File: src/rtl/adf_serial_loader.sv
// adf_serial_loader
//
// Serial register loader for ADF-family PLL synthesizers. A START request in
// IDLE captures one 32-bit register word. The word is shifted out MSB first on
// ADF_DATA_OUT, and each bit is framed by one low and one high phase of
// ADF_CLK_OUT. Each phase lasts CLK_DIV system clocks. After the 32nd high
// phase, ADF_CLK_OUT is held low for one more half-period of setup. ADF_LE_OUT
// then pulses for LE_CYCLES clocks to latch the word, and DONE pulses for one
// cycle. All serial-side outputs come straight from flops.
//
// A separate path, independent of the loader, brings the asynchronous
// lock-detect input in through a two-flop synchronizer. It raises a sticky
// LOCK_LOST flag whenever the synchronized lock indication drops.
//
// Parameters
//   CLK_DIV        SCLK half-period in system clocks (1..255)
//   LE_CYCLES      LE high width in system clocks (1..255)
// Ports
//   CLK            system clock, rising edge
//   RST_N          synchronous active-low reset
//   START          request to load DATA_IN (ignored unless idle)
//   DATA_IN        32-bit register word, shifted MSB first
//   BUSY           transfer in progress
//   DONE           one-cycle completion pulse
//   ADF_CLK_OUT    serial clock to synthesizer
//   ADF_DATA_OUT   serial data to synthesizer
//   ADF_LE_OUT     load enable to synthesizer
//   ADF_LD_IN      asynchronous lock detect from synthesizer
//   LD_SYNC        synchronized lock detect
//   LOCK_LOST      sticky lock-lost flag
//   CLR_LOCK_LOST  clears LOCK_LOST (a coincident new loss wins)

module adf_serial_loader #(
  parameter int unsigned CLK_DIV   = 4,
  parameter int unsigned LE_CYCLES = 4
) (
  input  logic        CLK,
  input  logic        RST_N,
  input  logic        START,
  input  logic [31:0] DATA_IN,
  output logic        BUSY,
  output logic        DONE,
  output logic        ADF_CLK_OUT,
  output logic        ADF_DATA_OUT,
  output logic        ADF_LE_OUT,
  input  logic        ADF_LD_IN,
  output logic        LD_SYNC,
  output logic        LOCK_LOST,
  input  logic        CLR_LOCK_LOST
);

  // Each phase counter is loaded with length-1 and the phase ends when it hits 0.
  localparam logic [7:0] DIV_LOAD = 8'(CLK_DIV - 1);
  localparam logic [7:0] LE_LOAD  = 8'(LE_CYCLES - 1);

  typedef enum logic [2:0] {
    IDLE,
    SHIFT_LO,
    SHIFT_HI,
    LE_SETUP,
    LE_HIGH,
    FINISH
  } state_e;

  state_e      state_q, state_d;
  logic [31:0] shift_q, shift_d;
  logic [5:0]  bit_cnt_q, bit_cnt_d;
  logic [7:0]  div_cnt_q, div_cnt_d;

  logic        busy_q, busy_d;
  logic        done_q, done_d;
  logic        adf_clk_q, adf_clk_d;
  logic        adf_data_q, adf_data_d;
  logic        adf_le_q, adf_le_d;

  logic        ld_meta_q, ld_meta_d;
  logic        ld_sync_q, ld_sync_d;
  logic        ld_prev_q, ld_prev_d;
  logic        lock_lost_q, lock_lost_d;
  logic        lock_fall;

  // Transfer FSM: state and datapath registers
  always_ff @(posedge CLK) begin
    if (!RST_N) begin
      state_q    <= IDLE;
      shift_q    <= '0;
      bit_cnt_q  <= '0;
      div_cnt_q  <= '0;
      busy_q     <= 1'b0;
      done_q     <= 1'b0;
      adf_clk_q  <= 1'b0;
      adf_data_q <= 1'b0;
      adf_le_q   <= 1'b0;
    end else begin
      state_q    <= state_d;
      shift_q    <= shift_d;
      bit_cnt_q  <= bit_cnt_d;
      div_cnt_q  <= div_cnt_d;
      busy_q     <= busy_d;
      done_q     <= done_d;
      adf_clk_q  <= adf_clk_d;
      adf_data_q <= adf_data_d;
      adf_le_q   <= adf_le_d;
    end
  end

  // Transfer FSM: next state and datapath
  always_comb begin
    state_d   = state_q;
    shift_d   = shift_q;
    bit_cnt_d = bit_cnt_q;
    div_cnt_d = div_cnt_q;

    unique case (state_q)
      IDLE: begin
        if (START) begin
          shift_d   = DATA_IN;
          bit_cnt_d = '0;
          div_cnt_d = DIV_LOAD;
          state_d   = SHIFT_LO;
        end
      end

      SHIFT_LO: begin
        if (div_cnt_q == '0) begin
          div_cnt_d = DIV_LOAD;
          state_d   = SHIFT_HI;
        end else begin
          div_cnt_d = div_cnt_q - 8'd1;
        end
      end

      SHIFT_HI: begin
        if (div_cnt_q == '0) begin
          shift_d   = {shift_q[30:0], 1'b0};
          bit_cnt_d = bit_cnt_q + 6'd1;
          div_cnt_d = DIV_LOAD;
          state_d   = (bit_cnt_q == 6'd31) ? LE_SETUP : SHIFT_LO;
        end else begin
          div_cnt_d = div_cnt_q - 8'd1;
        end
      end

      LE_SETUP: begin
        if (div_cnt_q == '0) begin
          div_cnt_d = LE_LOAD;
          state_d   = LE_HIGH;
        end else begin
          div_cnt_d = div_cnt_q - 8'd1;
        end
      end

      LE_HIGH: begin
        if (div_cnt_q == '0) begin
          div_cnt_d = '0;
          state_d   = FINISH;
        end else begin
          div_cnt_d = div_cnt_q - 8'd1;
        end
      end

      FINISH: begin
        state_d = IDLE;
      end

      default: begin
        state_d = IDLE;
      end
    endcase
  end

  // The outputs decode the *next* state and are registered beside the state
  // flop. They therefore change on the same edge as the state and stay
  // glitch-free. SCLK falls on the same edge that the next bit is presented.
  always_comb begin
    busy_d     = (state_d == SHIFT_LO) || (state_d == SHIFT_HI) ||
                 (state_d == LE_SETUP) || (state_d == LE_HIGH);
    done_d     = (state_d == FINISH);
    adf_clk_d  = (state_d == SHIFT_HI);
    adf_le_d   = (state_d == LE_HIGH);
    adf_data_d = 1'b0;
    if ((state_d == SHIFT_LO) || (state_d == SHIFT_HI)) begin
      adf_data_d = shift_d[31];
    end
  end

  // Lock-detect synchronizer and sticky loss flag
  always_ff @(posedge CLK) begin
    if (!RST_N) begin
      ld_meta_q   <= 1'b0;
      ld_sync_q   <= 1'b0;
      ld_prev_q   <= 1'b0;
      lock_lost_q <= 1'b0;
    end else begin
      ld_meta_q   <= ld_meta_d;
      ld_sync_q   <= ld_sync_d;
      ld_prev_q   <= ld_prev_d;
      lock_lost_q <= lock_lost_d;
    end
  end

  // The fall is detected on the registered copy of LD_SYNC, so LOCK_LOST
  // rises one cycle after LD_SYNC drops.
  always_comb begin
    ld_meta_d   = ADF_LD_IN;
    ld_sync_d   = ld_meta_q;
    ld_prev_d   = ld_sync_q;
    lock_fall   = ld_prev_q & ~ld_sync_q;
    lock_lost_d = lock_lost_q;
    if (lock_fall) begin
      lock_lost_d = 1'b1;
    end else if (CLR_LOCK_LOST) begin
      lock_lost_d = 1'b0;
    end
  end

  assign BUSY         = busy_q;
  assign DONE         = done_q;
  assign ADF_CLK_OUT  = adf_clk_q;
  assign ADF_DATA_OUT = adf_data_q;
  assign ADF_LE_OUT   = adf_le_q;
  assign LD_SYNC      = ld_sync_q;
  assign LOCK_LOST    = lock_lost_q;

endmodule

File: config.mk
export PLATFORM = sky130hd
export DESIGN_NAME = adf_serial_loader
export DESIGN_NICKNAME = d
export VERILOG_FILES = /design/src/rtl/adf_serial_loader.sv
export SDC_FILE = /design/constraint.sdc
export NUM_CORES = 1
export LEC_CHECK = 0
export ABC_AREA = 1
export BUFFER_PORTS_ARGS = -buffer_cell sky130_fd_sc_hd__buf_2
export CORE_MARGIN = 2
export CORE_UTILIZATION = 55
export DETAILED_ROUTE_END_ITERATION = 16
export PLACE_DENSITY_LB_ADDON = 0.2
export SYNTH_ARGS = -nofsm -noshare
export SYNTH_HDL_FRONTEND = slang
export SYNTH_SLANG_ARGS = --single-unit
File: constraint.sdc
create_clock -name CLK -period 4.15 [get_ports CLK]
set_input_delay 0.83 -clock CLK [delete_from_list [all_inputs] [get_ports CLK]]
set_output_delay 0.83 -clock CLK [all_outputs]
set_load 0.01 [all_outputs]
-- Word level (Yosys, flattened, before mapping)
Index checks and enable logic that the tools add are counted.
- register bits: 58
- RAM bits: 0
- output and inout bits: 7
- memories: 0
- input bits: 37
- word-level logic and storage cells: 61
- latch bits: 0
- memory bits (read-only): 0
- multiply operators: 0
- equality and inequality tests: 12
- $lt $le $gt $ge: 0
- bitwise logic cells: 2
- shifts and indexed selects: 0
- divide/modulo/power cells: 0
- muxes and demuxes: 19
- add/sub/neg operators: 2
- reductions and logical operators: 12
- operators by type and width (operator ; number):
    $mux W32 ; 2
    $pmux W32 S2 ; 1
    $mux W8 ; 3
    $pmux W8 S3 ; 1
    $mux W3 ; 5
    $pmux W3 S5 ; 1
    $eq A3 B2 Y1 const B ; 4
    $mux W6 ; 2
    $pmux W6 S2 ; 1
    $eq A3 B3 Y1 const B ; 3
    $logic_not A8 Y1 ; 1
    $sub A8 B1 Y8 const B ; 1
    $add A6 B1 Y6 const B ; 1
    $eq A3 B1 Y1 const B ; 2
    $eq A6 B5 Y1 const B ; 1
    $ne A2 B2 Y1 const B ; 2
    $reduce_and A2 Y1 ; 2
    $reduce_bool A2 Y1 ; 2
    $logic_not A3 Y1 ; 1
    $logic_or A1 B1 Y1 ; 3
    $reduce_and A3 Y1 ; 1
    $reduce_bool A3 Y1 ; 1
    $reduce_or A3 Y1 ; 1
    $mux W1 ; 2
    3 further kinds ; 3

-- Longest topological paths before layout
Gate-level depths: netlist (run 1).
- depth after elaboration: 8
- depth in mapped cells: 12
- depth with buffers taken out: 11

-- Worst setup path after synthesis (run 1)
Ideal clock, no wire load.
- kind: input-to-reg
- from: input RST_N
- to: register shift_q[18]
- path buffers: 2
- stages: 4
- library setup time: 0.146 ns
- arrival: 1.538 ns
- data required time: 4.004 ns
- setup slack: 2.466 ns
- cell sequence: buf_2 > clkinv_1 > clkbuf_1 > a21oi_1
- RTL lines (item ; RTL line ; RTL):
    start, declared ; 38 ; input logic RST_N,
    end signal, assigned ; 96 ; shift_q <= shift_d;
    end, declared ; 66 ; logic [31:0] shift_q, shift_d;
No word-level cell between the ends.

-- Worst setup path in the final report (run 1)
- from: input START
- to: register bit_cnt_q[2]
- longest elaborated chain between the ends: 2
- ends and longest elaborated chain (item ; RTL line ; RTL):
    start, declared ; 39 ; input logic START,
    $ne A2 B2 Y1 (no line) ; n/a ;
    $reduce_and A3 Y1 (no line) ; n/a ;
    end signal, assigned ; 97 ; bit_cnt_q <= bit_cnt_d;
    end, declared ; 67 ; logic [5:0] bit_cnt_q, bit_cnt_d;
No other way between the ends.
A chain may end at the register's enable or synchronous reset.

==> impl_metrics.yaml, run 1 <==
setup_path:
  critical_path_class: "in2reg"
  arrival_ps: 2340
  cpMaxStageDelayCell: "nand3_1"
  cp.required_ps: 4370
  path_cells: "buf_2 > nand3_1 > nand2_1 > o21bai_1 > a21oi_1"
  critical_path.max_stage_delay_ps: 780
  crit_path_start_kind: "input pin"
  crit_path_end_kind: "flop"
  critPathMaxFanout: 32
cells_and_area:
  nets: 489
  area_growth_pct: 13.5
  n_antenna_cell: 0
  drive_gt1_share_pct: 24.9
  fin_area_um2: 3310
global_route:
  grt_usage_pct: 20.6
  grt_pass1_wl_mm: 9.94
  grt_pass1_vias: 2322
  grt_max_degree: 43
  overflow: 0
  antenna_found_initial: 0
synthesis:
  syn_area_per_cell_um2: 7.07
  synth_warnings: 0
  synth_top_area_share_pct: 39.9
  yosysTopAreaCell: "dfxtp_1"
  async_reset_ff_share_pct: 0
  synth_cells: 412
  ys_types: 29
  yosysMostFrequentCell: "nor2_1"
  synth_ff_type: "dfxtp_1"
  synth_edf_count: 0
  netlist_area_um2: 2910
  synth_area_leaders: "dfxtp_1 40%, nor2_1 8.8%, inv_1 7.9%"
  synth-seq-cells: 58
  synth_nets: 452
  ys_seq_area_share_pct: 39.9
  synthTopCellsByCount: "68 x nor2_1, 61 x inv_1, 58 x dfxtp_1"
timing:
  final_hold_viol_count: 0
  post-route-min-period_ps: 2120
  period_share_pct: 51.0
  tightest_slew_ps: 1170
  setup_violations: 0
  fmax_ghz: 0.472
  rsz0062_at_grt: "no"
  slew_headroom_pct: 21.5
  finClkSkew_ps: 7.58
  drv_slew: 0
  finalWorstSetupSlack_ps: 2030
  tns_ps: 0
routing:
  drtIter0Drc: 177
  vias_per_cell: 4.97
  wirelength_mm: 5.83
  postRouteAntennaNets: 0
  wl_met3_um: 176
  vias: 2600
  drt-met1-wl_mm: 2.82
  drc: 0
  wl_per_cell_um: 11.1
  first_pass_iters: 4
  top_layer: "met4"
  route.met2.wl_mm: 2.71
pwr:
  power_density_nw_per_um2: 589
  ir_drop_mv: 0.353
  p_leak_nw: 1.53
  finalPower_mw: 1.95
min_path:
  min_path_type: "reg2reg"
cts:
  clock_sinks: 58
  clk_latency_ps: 340
  root_buffer: "clkbuf_8"
  cts.path.max_buffers: 2
  post_cts_buffers: 0
  path_clk_slew_ps: 60
  postCtsHoldBufs: 0
  htree_levels: 3
  cts_resized: 0
  cts_tree: "yes"
  numCtsBuffers: 9
placement:
  placed_cell_area_um2: 3120
  io_buffers: 43
  dp_hpwl_mm: 3.82
  place_ws_ps: 1640
  place_congestion: 0.831
die:
  die_h_um: 76.8
  die_width_um: 76.8
  dieArea_um2: 5890
  rows: 26
  io_pins: 44
  initial_core_util_pct: 57.0
  core_area_um2: 5110
outcome:
  status: "completed"
job:
  maxCapViolCount: 0
-- through the flow --
step	hold slack (ps)	util (%)	cells
finish	417	64.7	523
global route	430	64.7	523
CTS	419	64.7	523
detailed placement	402	61.0	508
global placement	392	61.0	508
floorplan	390	-	412
-- metal layers --
metal / up-vias / global-route usage [%]
li1: 1377 / -
met1: 1177 / 27.1
met2: 36 / 32.6
met3: 10 / 3.65
met4: 0 / 10.4
met5: - / 0
-- sequential cells by signal, summed over array words and instances (netlist names) --
signal / count
ADF_CLK_OUT: 1
DONE: 1
ADF_DATA_OUT: 1
ld_prev_q: 1
state_q: 3
ld_meta_q: 1
shift_q: 32
ADF_LE_OUT: 1
LD_SYNC: 1
div_cnt_q: 8
LOCK_LOST: 1
BUSY: 1
bit_cnt_q: 6
-- final timing paths --
kind              start      endpoint  slack [ps]  cells past startpoint
max               START  bit_cnt_q[2]        2030                      5
min           ld_meta_q       LD_SYNC         420                      2
max reg2reg  state_q[0]  bit_cnt_q[2]        2050                      5
min reg2reg   ld_meta_q       LD_SYNC         420                      2
-- critical path, delay by kind of cell --
kind,cells,cell delay (ps)
AOI/OAI and AO/OA,2,220
buffers and inverters,1,90
and+or+nand+nor,2,1190
-- layout by cell type (no fill, tap or decap), types with 3 or more instances in the layout --
cell type,n
nor2_1,67
inv_1,61
dfxtp_1,58
nand2_1,50
buf_2,43
a21oi_1,27
nand2_2,24
nand3_1,24
a21oi_2,20
o21ai_0,18
a31oi_1,17
clkbuf_8,13
nor3_1,5
inv_2,3
ha_1,3
-- power by group --
| part | leakage, nW | switching [mW] | internal (mW) | total, mW |
|---|---|---|---|---|
| Clock | 0.101 | 0.211 | 0.276 | 0.488 |
| Sequential | 0.475 | 0.0733 | 0.651 | 0.724 |
| Combinational | 0.951 | 0.513 | 0.224 | 0.737 |
-- logic make-up (layout without fill, tap and decap cells) --
| logic type | after synthesis | after routing | share of synthesized area [%] |
|---|---|---|---|
| compound gates | 85 | 85 | 18.0 |
| xor+xnor | 3 | 3 | 0.902 |
| simple gates | 179 | 179 | 27.6 |
| buf+inv | 84 | 125 | 12.3 |
| flops | 58 | 58 | 39.9 |
| fa+ha+maj | 3 | 3 | 1.29 |
-- final cells by class --
type / count / area, µm²
fillers: 485 / 1800
repair buffers: 45 / 230
clock inverters: 2 / 10.0
inverters: 65 / 244
clock buffers: 13 / 179
multi-input cells: 270 / 1400
well taps: 70 / 87.6
flip-flops and latches: 58 / 1160
Note: power is estimated with default switching activity, not from simulation.
==> run 2, diff against run 1 <==
==> constraint.sdc (replaced) <==
create_clock -name CLK -period 2.1 [get_ports CLK]
set_input_delay 0.42 -clock CLK [delete_from_list [all_inputs] [get_ports CLK]]
set_output_delay 0.42 -clock CLK [all_outputs]
set_load 0.01 [all_outputs]
==> impl_metrics.yaml, run 2 (synthesis gave the netlist of run 1 again) <==
outcome:
  status: "completed"
setup_path:
  reg2reg_from: "div_cnt_q[0]"
  r2r_cells: 10
  critical_path_class: "reg2reg"
  arrival_ps: 2070
  cp.required_ps: 2310
  crit_path_end_kind: "flop"
  r2r_end: "shift_q[29]"
  critPathMaxFanout: 22
  r2r_setup_slack_ps: 240
  crit_path_start_kind: "flop"
cells_and_area:
  drive_gt1_share_pct: 25.4
  regMostFlops: "shift_q"
  area_growth_pct: 14.2
  nets: 495
  final_cell_mix: "67 x nor2_1, 61 x inv_1, 58 x dfxtp_1"
  layout_commonest_cell: "nor2_1"
  n_antenna_cell: 0
  largest_reg_flops: 32
  reg_top3: "shift_q: 32 flops, div_cnt_q: 8 flops, bit_cnt_q: 6 flops"
  final_util_pct: 65.1
cts:
  numCtsBuffers: 9
  htree_levels: 3
  cts_resized: 0
  root_buffer: "clkbuf_8"
  path_clk_slew_ps: 60
  clk_latency_ps: 340
  clock_sinks: 58
  post_cts_buffers: 0
  postCtsHoldBufs: 0
  cts_tree: "yes"
  cts.path.max_buffers: 2
timing:
  period_share_pct: 88.3
  finClkSkew_ps: 4.11
  post-route-min-period_ps: 1860
  finalWorstSetupSlack_ps: 245
  drv_slew: 0
  setup_violations: 0
  tightest_slew_ps: 457
  final_hold_viol_count: 0
  tns_ps: 0
  rsz0062_at_grt: "no"
  fmax_ghz: 0.539
  slew_headroom_pct: 69.4
  hold_slack_ps: 265
routing:
  vias: 2681
  wirelength_mm: 6.07
  vias_per_cell: 5.06
  drc: 0
  drtIter0Drc: 130
  first_pass_iters: 4
  wl_per_cell_um: 11.5
  postRouteAntennaNets: 0
global_route:
  met3_usage_pct: 7.41
  antenna_found_initial: 0
  grt_pass1_wl_mm: 10.4
  overflow: 0
  grt_pass1_vias: 2374
  top_usage_layer: "met2"
  grt_usage_pct: 21.8
  grt_max_degree: 33
  gr-usage-met1_pct: 27.6
  met2_usage_pct: 35.0
pwr:
  clock_power_share_pct: 22.8
  swShare_pct: 41.9
  power_density_nw_per_um2: 1160
  p_sw_mw: 1.62
  power.share.sequential_pct: 37.0
  p_int_mw: 2.25
  ir_drop_mv: 0.619
  p_leak_nw: 1.54
  power_frac_comb_pct: 40.2
die:
  dieArea_um2: 5890
  die_h_um: 76.8
  initial_core_util_pct: 57.0
  io_pins: 44
  die_width_um: 76.8
  core_area_um2: 5110
  rows: 26
placement:
  dp_hpwl_mm: 4.23
  place_ws_ps: 262
  place_congestion: 0.888
  io_buffers: 43
job:
  maxCapViolCount: 0
min_path:
  min_from: "ADF_LD_IN"
  worstHoldPathCells: 3
  min_path_type: "in2reg"
  holdPathEnd: "ld_meta_q"
==> run 2: cell types whose count changed in the layout (fill, tap and decap cells not counted), sizes merged <==
cell	previous run	this run
clkinv	3	4
buf	45	51
==> run 2: routing by layer <==
layer / up-vias / part of all wire [%]
met3: 9 / 4.9
met1: 1219 / 47
met2: 62 / 47
met4: 0 / 1.3
met5: - / 0
li1: 1391 / -
==> run 2: through the flow <==
step | std cells | cell area (µm²) | total power [mW]
floorplan | 412 | 2910 | 2.70
detailed placement | 514 | 3160 | 3.01
global placement | 514 | 3160 | 2.97
CTS | 530 | 3330 | 3.88
global route | 530 | 3330 | 4.16
finish | 530 | 3330 | 3.87
==> run 2: power groups by stage <==
stage | clock network (mW) | logic (mW) | registers (mW)
after floorplan | 0 | 1.29 | 1.41
after global placement | 0 | 1.52 | 1.45
after detailed placement | 0 | 1.55 | 1.45
after CTS | 0.893 | 1.56 | 1.43
after global routing | 0.950 | 1.75 | 1.46
final | 0.881 | 1.56 | 1.43
==> run 2: cell type report <==
class                           instances  area (µm²)
Clock buffer                           13         149
Clock inverter                          3        15.0
Fill cell                             505        1780
Inverter                               65         244
Multi-Input combinational cell        270        1400
Sequential cell                        58        1160
Tap cell                               70        87.6
Timing Repair Buffer                   51         275
==> run 2: worst max-delay path by stage <==
stage / start / cells after the start / to / slack (ps)
after detailed placement: div_cnt_q[0] / 10 / shift_q[1] / 260
after floorplan: div_cnt_q[0] / 11 / shift_q[19] / 670
after global placement: div_cnt_q[0] / 10 / shift_q[1] / 360
final: div_cnt_q[0] / 10 / shift_q[29] / 240
after global routing: div_cnt_q[0] / 10 / shift_q[26] / 100
after CTS: div_cnt_q[0] / 10 / shift_q[1] / 240
==> run 2: critical path, stage by stage, from the launching register on <==
cell	delay, ps
dfxtp_1	310
inv_1	110
ha_1	190
inv_1	40
nor2_1	170
nand2_2	110
nand2_1	80
nand2_2	270
buf_4	310
nand2_2	80
a21oi_2	50
==> run 3, diff against run 2 <==
--- a/config.mk
+++ b/config.mk
@@ -8,7 +8,7 @@
 export ABC_AREA = 1
 export BUFFER_PORTS_ARGS = -buffer_cell sky130_fd_sc_hd__buf_2
 export CORE_MARGIN = 2
-export CORE_UTILIZATION = 55
+export CORE_UTILIZATION = 25
 export DETAILED_ROUTE_END_ITERATION = 16
 export PLACE_DENSITY_LB_ADDON = 0.2
 export SYNTH_ARGS = -nofsm -noshare
==> impl_metrics.yaml, run 3 (synthesis gave the netlist of run 1 again) <==
cells_and_area:
  n_antenna_cell: 0
  final_cell_mix: "67 x nor2_1, 61 x inv_1, 58 x dfxtp_1"
  nets: 495
  fin_area_um2: 3590
  final_util_pct: 31.4
  layout_commonest_cell: "nor2_1"
  fillers: 1281
  area_growth_pct: 23.2
  largest_reg_flops: 32
  regMostFlops: "shift_q"
  reg_top3: "shift_q: 32 flops, div_cnt_q: 8 flops, bit_cnt_q: 6 flops"
  drive_gt1_share_pct: 25.9
  seqCellArea_um2: 1160
  multiInputGateArea_um2: 1400
die:
  die_h_um: 112
  core_area_um2: 11400
  io_pins: 44
  initial_core_util_pct: 25.5
  dieArea_um2: 12500
  die_width_um: 112
  rows: 39
setup_path:
  path_cells: "inv_1 > ha_1 > inv_1 > nor2_1 > nand2_2 > nand2_1 > nand2_2 > buf_4 > a21oi_1 > nor2_1"
  crit_path_end_kind: "flop"
  critPathMaxFanout: 9
  arrival_ps: 1850
  critical_path.max_stage_delay_ps: 300
  cpMaxStageDelayCell: "dfxtp_1"
  cp.required_ps: 2310
  critical_path_class: "reg2reg"
  crit_path_start_kind: "flop"
job:
  maxCapViolCount: 0
routing:
  vias_per_cell: 4.39
  drt-met1-wl_mm: 3.39
  postRouteAntennaNets: 0
  wl_per_cell_um: 11.6
  top_layer: "met4"
  wl_met3_um: 248
  first_pass_iters: 4
  vias: 2640
  wirelength_mm: 6.97
  route.met2.wl_mm: 3.19
  drc: 0
  drtIter0Drc: 115
cts:
  htree_levels: 3
  clk_latency_ps: 330
  numCtsBuffers: 9
  cts_tree: "yes"
  path_clk_slew_ps: 50
  clock_sinks: 58
  cts_resized: 0
  post_cts_buffers: 0
  cts.path.max_buffers: 2
  postCtsHoldBufs: 0
  root_buffer: "clkbuf_16"
placement:
  dp_hpwl_mm: 4.82
  placed_cell_area_um2: 3280
  io_buffers: 43
  place_congestion: 0.812
timing:
  setup_violations: 0
  final_hold_viol_count: 0
  tns_ps: 0
  drv_slew: 0
  hold_slack_ps: 276
  period_share_pct: 78.2
  slew_headroom_pct: 76.1
  rsz0062_at_grt: "no"
  fmax_ghz: 0.609
  post-route-min-period_ps: 1640
  finClkSkew_ps: 6.45
  tightest_slew_ps: 358
pwr:
  ir_drop_mv: 0.416
  finalPower_mw: 4.58
  p_leak_nw: 1.62
  power_density_nw_per_um2: 1280
outcome:
  status: "completed"
global_route:
  antenna_found_initial: 0
  grt_pass1_vias: 2445
  grt_usage_pct: 11.7
  grt_max_degree: 41
  overflow: 0
  grt_pass1_wl_mm: 11.7
min_path:
  min_path_type: "in2reg"
run 3: cell types whose count changed in the layout (fill, tap and decap cells not counted):
cell,change
clkbuf_16,+9
clkbuf_1,-3
clkinvlp_4,+1
buf_12,+2
clkbuf_8,-10
buf_4,-2
bufinv_16,+2
run 3: worst paths after layout:
path	to	slack (ps)	from	cells after the start
max	shift_q[7]	460	div_cnt_q[0]	10
min	ld_meta_q	280	ADF_LD_IN	3
max reg2reg	shift_q[7]	460	div_cnt_q[0]	10
min reg2reg	LD_SYNC	430	ld_meta_q	2
run 3: stage by stage:
stage	cells	setup WS [ps]
after floorplan	412	669
after global placement	587	460
after detailed placement	587	434
after CTS	602	420
after global routing	602	205
final	602	458
run 3: critical path, delay by kind of cell (launching register included):
family | cells | cell delay [ps]
AOI/OAI and AO/OA | 1 | 150
buffers and inverters | 3 | 370
and+or+nand+nor | 5 | 520
DFF | 1 | 300
adders and majority gates | 1 | 180
run 3: metal layers:
layer | GRT usage [%] | up-vias
li1 | - | 1395
met1 | 15.1 | 1192
met2 | 18.3 | 42
met4 | 5.37 | 0
met3 | 3.10 | 11
met5 | 0 | -
run 3: final cells by class:
class                      instances  area share (%)
inverter                          65            6.80
clock inverter                     6            2.30
multi-input combinational        270            38.9
timing repair buffer              51            8.37
sequential                        58            32.4
clock buffer                       9            6.28
tap                              143            4.99
run 3: report_power, final:
part	internal (mW)	total (mW)	switching, mW
clock network	1.02	1.53	0.508
logic	0.541	1.61	1.07
registers	1.29	1.43	0.146
